<file path="src/rtl/money_display_scanner_if.sv">
// Bus between the vending machine core and the money display stage.
//   value    : binary money count driven by the core
//   digit    : one-hot digit enables, bit0 = least significant digit
//   seg      : segments {A,B,C,D,E,F,G}, active-high
//   seg_dp   : decimal point (held low)
//   busy     : binary-to-BCD conversion in progress
//   overflow : committed value does not fit in the digit count
// master = value source (core / bench), slave = display stage.
interface money_display_scanner_if #(
  parameter int BIN_W      = 8,
  parameter int NUM_DIGITS = 6
);
  logic [BIN_W-1:0]      value;
  logic [NUM_DIGITS-1:0] digit;
  logic [6:0]            seg;
  logic                  seg_dp;
  logic                  busy;
  logic                  overflow;

  modport master (output value, input digit, seg, seg_dp, busy, overflow);
  modport slave  (input value, output digit, seg, seg_dp, busy, overflow);
endinterface

</file>
<file path="src/rtl/money_display_scanner.sv">
// Money display stage: converts the binary money count to BCD with a
// sequential double-dabble engine and scans a multiplexed 7-segment display
// with leading-zero blanking and an all-dash overflow indication.
// Ports:
//   clk : system clock, rising edge
//   rst : asynchronous, active-high reset
//   bus : slave side of money_display_scanner_if (value in; digit, seg,
//         seg_dp, busy, overflow out)
module money_display_scanner #(
  parameter int BIN_W      = 8,
  parameter int NUM_DIGITS = 6,
  parameter int SCAN_DIV   = 10,
  parameter int BLANK_LZ   = 1
) (
  input logic                   clk,
  input logic                   rst,
  money_display_scanner_if.slave bus
);

  localparam int BCD_W = 4 * NUM_DIGITS;
  localparam int CNT_W = $clog2(BIN_W + 1);
  localparam int PW    = (SCAN_DIV > 1) ? $clog2(SCAN_DIV) : 1;
  localparam int IW    = (NUM_DIGITS > 1) ? $clog2(NUM_DIGITS) : 1;

  typedef enum logic [1:0] {
    IDLE  = 2'd0,
    SHIFT = 2'd1,
    DONE  = 2'd2
  } state_t;

  // Add 3 to every nibble that is 5 or more (double-dabble correction).
  function automatic logic [BCD_W-1:0] bcd_adjust(input logic [BCD_W-1:0] b);
    logic [BCD_W-1:0] r;
    r = b;
    for (int n = 0; n < NUM_DIGITS; n++) begin
      if (b[4*n +: 4] >= 4'd5) begin
        r[4*n +: 4] = b[4*n +: 4] + 4'd3;
      end else begin
        r[4*n +: 4] = b[4*n +: 4];
      end
    end
    return r;
  endfunction

  // BCD nibble to {A..G}; codes above 9 cannot occur and show nothing.
  function automatic logic [6:0] seg_decode(input logic [3:0] d);
    logic [6:0] s;
    case (d)
      4'd0:    s = 7'b1111110;
      4'd1:    s = 7'b0110000;
      4'd2:    s = 7'b1101101;
      4'd3:    s = 7'b1111001;
      4'd4:    s = 7'b0110011;
      4'd5:    s = 7'b1011011;
      4'd6:    s = 7'b1011111;
      4'd7:    s = 7'b1110010;
      4'd8:    s = 7'b1111111;
      4'd9:    s = 7'b1111011;
      default: s = 7'b0000000;
    endcase
    return s;
  endfunction

  state_t            state_r, state_next_s;
  logic [BIN_W-1:0]  last_val_r;
  logic [BIN_W-1:0]  bin_r;
  logic [BCD_W-1:0]  bcd_r;
  logic [BCD_W-1:0]  bcd_adj_s;
  logic              ovf_acc_r;
  logic [CNT_W-1:0]  bit_cnt_r;
  logic [BCD_W-1:0]  disp_bcd_r;
  logic              overflow_r;
  logic              busy_r;

  logic [PW-1:0]         presc_r;
  logic [IW-1:0]         idx_r, idx_next_s;
  logic                  wrap_s;
  logic [NUM_DIGITS-1:0] digit_r, digit_next_s;
  logic [6:0]            seg_r, seg_next_s;
  logic [BCD_W-1:0]      upper_s;

  assign bcd_adj_s = bcd_adjust(bcd_r);

  // Converter next-state decode.
  always_comb begin
    state_next_s = state_r;
    case (state_r)
      IDLE: begin
        if (bus.value != last_val_r) begin
          state_next_s = SHIFT;
        end else begin
          state_next_s = IDLE;
        end
      end
      SHIFT: begin
        if (bit_cnt_r == CNT_W'(BIN_W - 1)) begin
          state_next_s = DONE;
        end else begin
          state_next_s = SHIFT;
        end
      end
      DONE:    state_next_s = IDLE;
      default: state_next_s = IDLE;
    endcase
  end

  // Converter state register.
  always_ff @(posedge clk or posedge rst) begin
    if (rst) begin
      state_r <= IDLE;
    end else begin
      state_r <= state_next_s;
    end
  end

  // Converter datapath: latch, shift/adjust, commit.
  always_ff @(posedge clk or posedge rst) begin
    if (rst) begin
      last_val_r <= '0;
      bin_r      <= '0;
      bcd_r      <= '0;
      ovf_acc_r  <= 1'b0;
      bit_cnt_r  <= '0;
      disp_bcd_r <= '0;
      overflow_r <= 1'b0;
      busy_r     <= 1'b0;
    end else begin
      busy_r <= (state_next_s != IDLE);
      case (state_r)
        IDLE: begin
          if (bus.value != last_val_r) begin
            last_val_r <= bus.value;
            bin_r      <= bus.value;
            bcd_r      <= '0;
            ovf_acc_r  <= 1'b0;
            bit_cnt_r  <= '0;
          end
        end
        SHIFT: begin
          // The bit leaving the top nibble would be a carry into a digit
          // that does not exist, so it marks overflow.
          bcd_r     <= {bcd_adj_s[BCD_W-2:0], bin_r[BIN_W-1]};
          bin_r     <= {bin_r[BIN_W-2:0], 1'b0};
          ovf_acc_r <= ovf_acc_r | bcd_adj_s[BCD_W-1];
          bit_cnt_r <= bit_cnt_r + CNT_W'(1);
        end
        DONE: begin
          disp_bcd_r <= bcd_r;
          overflow_r <= ovf_acc_r;
        end
        default: begin
          bcd_r <= bcd_r;
        end
      endcase
    end
  end

  // Scanner: next digit index and its segment pattern.
  always_comb begin
    wrap_s       = (presc_r == PW'(SCAN_DIV - 1));
    idx_next_s   = (idx_r == IW'(NUM_DIGITS - 1)) ? '0 : idx_r + IW'(1);
    digit_next_s = NUM_DIGITS'(1) << idx_next_s;
    // Nibble of the next digit lands in bits [3:0]; all-zero means this digit
    // and every more significant one are zero.
    upper_s      = disp_bcd_r >> {idx_next_s, 2'b00};
    if (overflow_r) begin
      seg_next_s = 7'b0000001;
    end else if ((BLANK_LZ != 0) && (idx_next_s != '0) && (upper_s == '0)) begin
      seg_next_s = 7'b0000000;
    end else begin
      seg_next_s = seg_decode(upper_s[3:0]);
    end
  end

  // Scanner registers: digit enable and segments change on the same edge.
  always_ff @(posedge clk or posedge rst) begin
    if (rst) begin
      presc_r <= '0;
      idx_r   <= '0;
      digit_r <= NUM_DIGITS'(1);
      seg_r   <= 7'b1111110;
    end else if (wrap_s) begin
      presc_r <= '0;
      idx_r   <= idx_next_s;
      digit_r <= digit_next_s;
      seg_r   <= seg_next_s;
    end else begin
      presc_r <= presc_r + PW'(1);
    end
  end

  assign bus.digit    = digit_r;
  assign bus.seg      = seg_r;
  assign bus.seg_dp   = 1'b0;
  assign bus.busy     = busy_r;
  assign bus.overflow = overflow_r;

endmodule
</file>
<file path="src/flat_wrapper.sv">
// flat-port wrapper written by rule: the top's interface ports become plain ports
module money_display_scanner_flat 
#(
  parameter int BIN_W      = 8,
  parameter int NUM_DIGITS = 6,
  parameter int SCAN_DIV   = 10,
  parameter int BLANK_LZ   = 1
)
  (clk, rst, bus_value, bus_digit, bus_seg, bus_seg_dp, bus_busy, bus_overflow);
  money_display_scanner_if #(.BIN_W(BIN_W), .NUM_DIGITS(NUM_DIGITS)) bus_i ();
  input logic clk;
  input logic rst;
  input wire logic [$bits(bus_i.value)-1:0] bus_value;
  output wire logic [$bits(bus_i.digit)-1:0] bus_digit;
  output wire logic [$bits(bus_i.seg)-1:0] bus_seg;
  output wire logic [$bits(bus_i.seg_dp)-1:0] bus_seg_dp;
  output wire logic [$bits(bus_i.busy)-1:0] bus_busy;
  output wire logic [$bits(bus_i.overflow)-1:0] bus_overflow;
  assign bus_i.value = bus_value;
  assign bus_digit = bus_i.digit;
  assign bus_seg = bus_i.seg;
  assign bus_seg_dp = bus_i.seg_dp;
  assign bus_busy = bus_i.busy;
  assign bus_overflow = bus_i.overflow;
  money_display_scanner #(.BIN_W(BIN_W), .NUM_DIGITS(NUM_DIGITS), .SCAN_DIV(SCAN_DIV), .BLANK_LZ(BLANK_LZ)) u_core (.clk(clk), .rst(rst), .bus(bus_i));
endmodule
</file>
<file path="config.mk">
export PLATFORM = sky130hd
export DESIGN_NAME = money_display_scanner_flat
export DESIGN_NICKNAME = d
export VERILOG_FILES = /design/src/rtl/money_display_scanner_if.sv /design/src/rtl/money_display_scanner.sv /design/src/flat_wrapper.sv
export SDC_FILE = /design/constraint.sdc
export NUM_CORES = 1
export LEC_CHECK = 0
export CORE_MARGIN = 4
export CORE_UTILIZATION = 30
export DETAILED_ROUTE_END_ITERATION = 8
export GPL_ROUTABILITY_DRIVEN = 0
export GPL_TIMING_DRIVEN = 1
export PLACE_DENSITY_LB_ADDON = 0.2
export SYNTH_ARGS = -nofsm -noshare
export SYNTH_HDL_FRONTEND = slang
export SYNTH_SLANG_ARGS = --single-unit
export TNS_END_PERCENT = 30
</file>
<file path="constraint.sdc">
create_clock -name clk -period 4.7 [get_ports clk]
set_clock_uncertainty 0.15 [all_clocks]
set_input_delay 0.94 -clock clk [delete_from_list [all_inputs] [get_ports clk]]
set_output_delay 0.94 -clock clk [all_outputs]
set_load 0.01 [all_outputs]
</file>
==> metrics.log <==
INFO  metric grt.overflow.total = 0
INFO  metric postCtsHoldBufs = 0
INFO  metric report.final.setup_viol = 0
INFO  metric maxSlewViolCount = 0
INFO  metric post_cts_resized = 0
INFO  metric drive_gt1_share = a little over a tenth
INFO  metric inserted_clock_buffers = 9
INFO  metric drt.antenna.violating_nets = 0
INFO  metric placement_rows = between 40 and 50
INFO  metric drt-initial-drc-count = about 230
INFO  metric synthCells = 471
INFO  metric top_cells_by_area_in_the_synthesized_netlist = dfrtp_1, ha_1, o21ai_0
INFO  metric area.growth.synth_to_final = 15.76%
INFO  metric cts_tree = done
INFO  metric finalHoldViolations = 0
INFO  metric synth_edf_count = 0
INFO  metric first_global_vias = between 3k and 4k
INFO  metric worst_pin_slew = between 0.9 and 1 ns
INFO  metric floorplan.initialDensity = between 30% and 40%
INFO  metric post_synthesis_adder_cell_area_fraction = under 10%
INFO  metric drt_pass1_iterations = 5
INFO  metric hold_slack = 0.3133 ns
INFO  metric asyncSetResetFlopFracSynth = 100.0%
INFO  metric vdd_ir_drop_max = 0.2751 mV
INFO  metric synth-xor-area-share = 4.279%
INFO  metric num-fill-cells = 1583
INFO  metric critical_path_at = around 3.8 ns
INFO  metric startpoint = u_core.idx_r[1]
INFO  metric post-dp-hpwl = 6.798 mm
INFO  metric wl_per_cell = 13.96 um
INFO  metric final.setup.tns = 0 ns
INFO  metric maxClockFrequency = 268.2 MHz
INFO  metric crit_path_end_kind = flop
INFO  metric cts_max_path_buffers = 2
INFO  metric min-delay-path-class = reg2reg
INFO  metric yosys.cell_types.count = 50
INFO  metric timing.critical_path.required = ~4.8 ns
INFO  metric synth.most_common_cell = dfrtp_1
INFO  metric netlist_top_cells_count = dfrtp_1, o21ai_0, nand2_1
INFO  metric post_synth_and_or_nand_nor_area_fraction = 12.89%
INFO  metric die_h = 133.3 um
INFO  metric hold_startpoint = u_core.bus.seg[2]
INFO  metric critical_path_peak_fanout = 22
INFO  metric grt_max_degree = 57
INFO  metric worstSkewPairLatency = 0.35 ns
INFO  metric cts.htree.levels = 3
INFO  metric grt.total_usage = 11.87%
INFO  metric leakage_power = 0.002401 uW
INFO  metric cell_count_after_placement = slightly below 700
INFO  metric synth-seq-cells = 93
INFO  metric dr_total_vias = 3423
INFO  metric synthFlopType = dfrtp_1
INFO  metric tcrit_tclk_final = about four fifths
INFO  metric design.portCount = 26
INFO  metric post-route-drc-count = 0
INFO  metric powerDensity = 592.2 nW/um^2
INFO  metric preCtsSetupSlack = 1.017 ns
INFO  metric die_area = 17760 sq um
INFO  metric num_antenna_cells = 0
INFO  metric rsz0062_at_grt = false
INFO  metric netlist.area_leader.share = 45.71%
INFO  metric design.final.nets = slightly above 500
INFO  metric clock_sinks = 93
INFO  metric final-instance-count-excl-fill = between 700 and 800
INFO  metric startpoint_type_of_the_worst_setup_path = flop
INFO  metric mappedNetlistArea = 4708 sq um
INFO  metric slew-limit-headroom = 34.84%
INFO  metric result_of_the_run = complete, no violations
INFO  metric muxShareOfSynthArea = 5.129%
INFO  metric syn_avg_cell_area = 9.996 sq um
INFO  metric timing_worst_setup_path_type = reg2reg
INFO  metric synth_area_leader_cell = dfrtp_1
INFO  metric cts-root-buf = clkbuf_16
INFO  metric grt_first_pass_wirelength = 17.06 mm
INFO  metric timing.max_cap.violations = 0
INFO  metric floorplan.core_area = 15310 sq um
INFO  metric path_clk_slew = about 0.07 ns
INFO  metric dominant_combinational_cell_family_by_area_after_synthesis = compound AO/OA/AOI/OAI gates
INFO  metric ys_seq_area_share = 49.61%
INFO  metric launching_point_of_the_worst_reg2reg_path = u_core.idx_r[1]
INFO  metric viasPerCell = 4.862
INFO  metric cts_setup_buffers = 0
INFO  metric synth_compound_area_share = 18.63%
INFO  metric setup_slack = around 1 ns
INFO  metric ys_warn_count = 0
INFO  metric die_width = 133.3 um
INFO  metric initial_antenna_violation_count = 0
INFO  metric synth.net_count = between 400 and 500
INFO  metric routed_wirelength = approximately 9.8 mm
INFO  metric placement.io_buffers = 24
INFO  metric timing.final.crit_period = between 3 and 4 ns
cells in the final DEF, fill, tap and decap left out, types with 7 or more instances in the layout:
cell type	netlist	final
a21oi_1	17	17
a221o_1	7	7
mux2_2	17	17
nand2_1	39	39
nand2b_1	10	10
clkdlybuf4s50_1	0	24
nand3_1	22	22
dfstp_2	7	7
xnor2_1	17	17
o21ai_0	41	40
inv_1	29	28
nor2_1	33	33
o31ai_1	20	20
a21o_1	12	12
clkbuf_16	0	9
dfrtp_1	86	86
ha_1	18	18
final cells by class:
| type | count | area [sq um] | share of cell area (%) |
|---|---|---|---|
| clock inverters | 5 | 32.53 | 0.5969 |
| flip-flops and latches | 93 | 2336 | 42.86 |
| inverters | 31 | 117.6 | 2.158 |
| well taps | 211 | 264.0 | 4.844 |
| repair buffers | 30 | 285.3 | 5.234 |
| clock buffers | 11 | 252.7 | 4.637 |
| multi-input cells | 323 | 2162 | 39.67 |
flip-flops by register name, summed over array words and instances (netlist names):
signal	flops
u_core.bcd_r	24
u_core.bin_r	8
u_core.bit_cnt_r	4
u_core.bus.busy	1
u_core.bus.digit	6
u_core.bus.overflow	1
u_core.bus.seg	7
u_core.disp_bcd_r	24
u_core.idx_r	3
u_core.last_val_r	8
u_core.ovf_acc_r	1
u_core.presc_r	4
u_core.state_r	2
logic make-up (layout without fill, tap and decap cells):
kind of cell / after synthesis / count (layout)
XOR/XNOR: 23 / 23
adder cells (fa/ha/maj): 18 / 18
multiplexers: 22 / 22
AND/OR/NAND/NOR: 130 / 130
buffers and inverters: 55 / 77
AO/OA/AOI/OAI: 129 / 129
other: 1 / 1
flip-flops: 93 / 93
path summary, 6_finish.rpt:
path,endpoint,slack (ns),depth (start not counted)
max in group asynchronous,u_core.bus.seg[4],2.57,3
min reg2reg,u_core.bus.seg[2],0.31,2
max reg2reg,u_core.bus.seg[5],0.97,9
min,u_core.bus.seg[2],0.31,2
max,u_core.bus.seg[5],0.97,9
min in group asynchronous,u_core.ovf_acc_r,0.96,2
through the flow:
| step | area [sq um] | total power, uW | utilization (%) |
|---|---|---|---|
| 6_report | 5450 | 3228 | 35.59 |
| 5_1_grt | 5450 | 3513 | 35.59 |
| 4_1_cts | 5450 | 3279 | 35.59 |
| 3_5_place_dp | 5165 | 2562 | 33.73 |
| 3_3_place_gp | 5165 | 2525 | 33.73 |
| 2_1_floorplan | 4708 | 2206 | - |
layer usage:
metal | vias to the layer above | part of all wire [%] | GRT usage [%]
met5 | - | 0 | 0
met3 | 10 | 4.2 | 3.361
met2 | 60 | 44 | 17.55
li1 | 1710 | - | -
met1 | 1643 | 50 | 16.76
met4 | 0 | 1.3 | 3.886
where the power goes:
group          leakage (uW)  switching (uW)  internal (uW)  total, uW
logic               0.00110             633            537       1170
clock network      0.000146             313            388        701
registers           0.00116             254           1100       1360
total               0.00240            1200           2030       3230
worst max-delay path, cell delays in order (launching register included):
cell and delay, ns:
dfrtp_1 0.76, inv_2 0.19, o32a_1 0.36, a222oi_1 0.78, ha_1 0.33, o311ai_1 0.10
a211oi_1 0.23, o211ai_1 0.18, o21ai_1 0.41, o31ai_1 0.14
No activity file was read; power rests on OpenSTA's default activity.
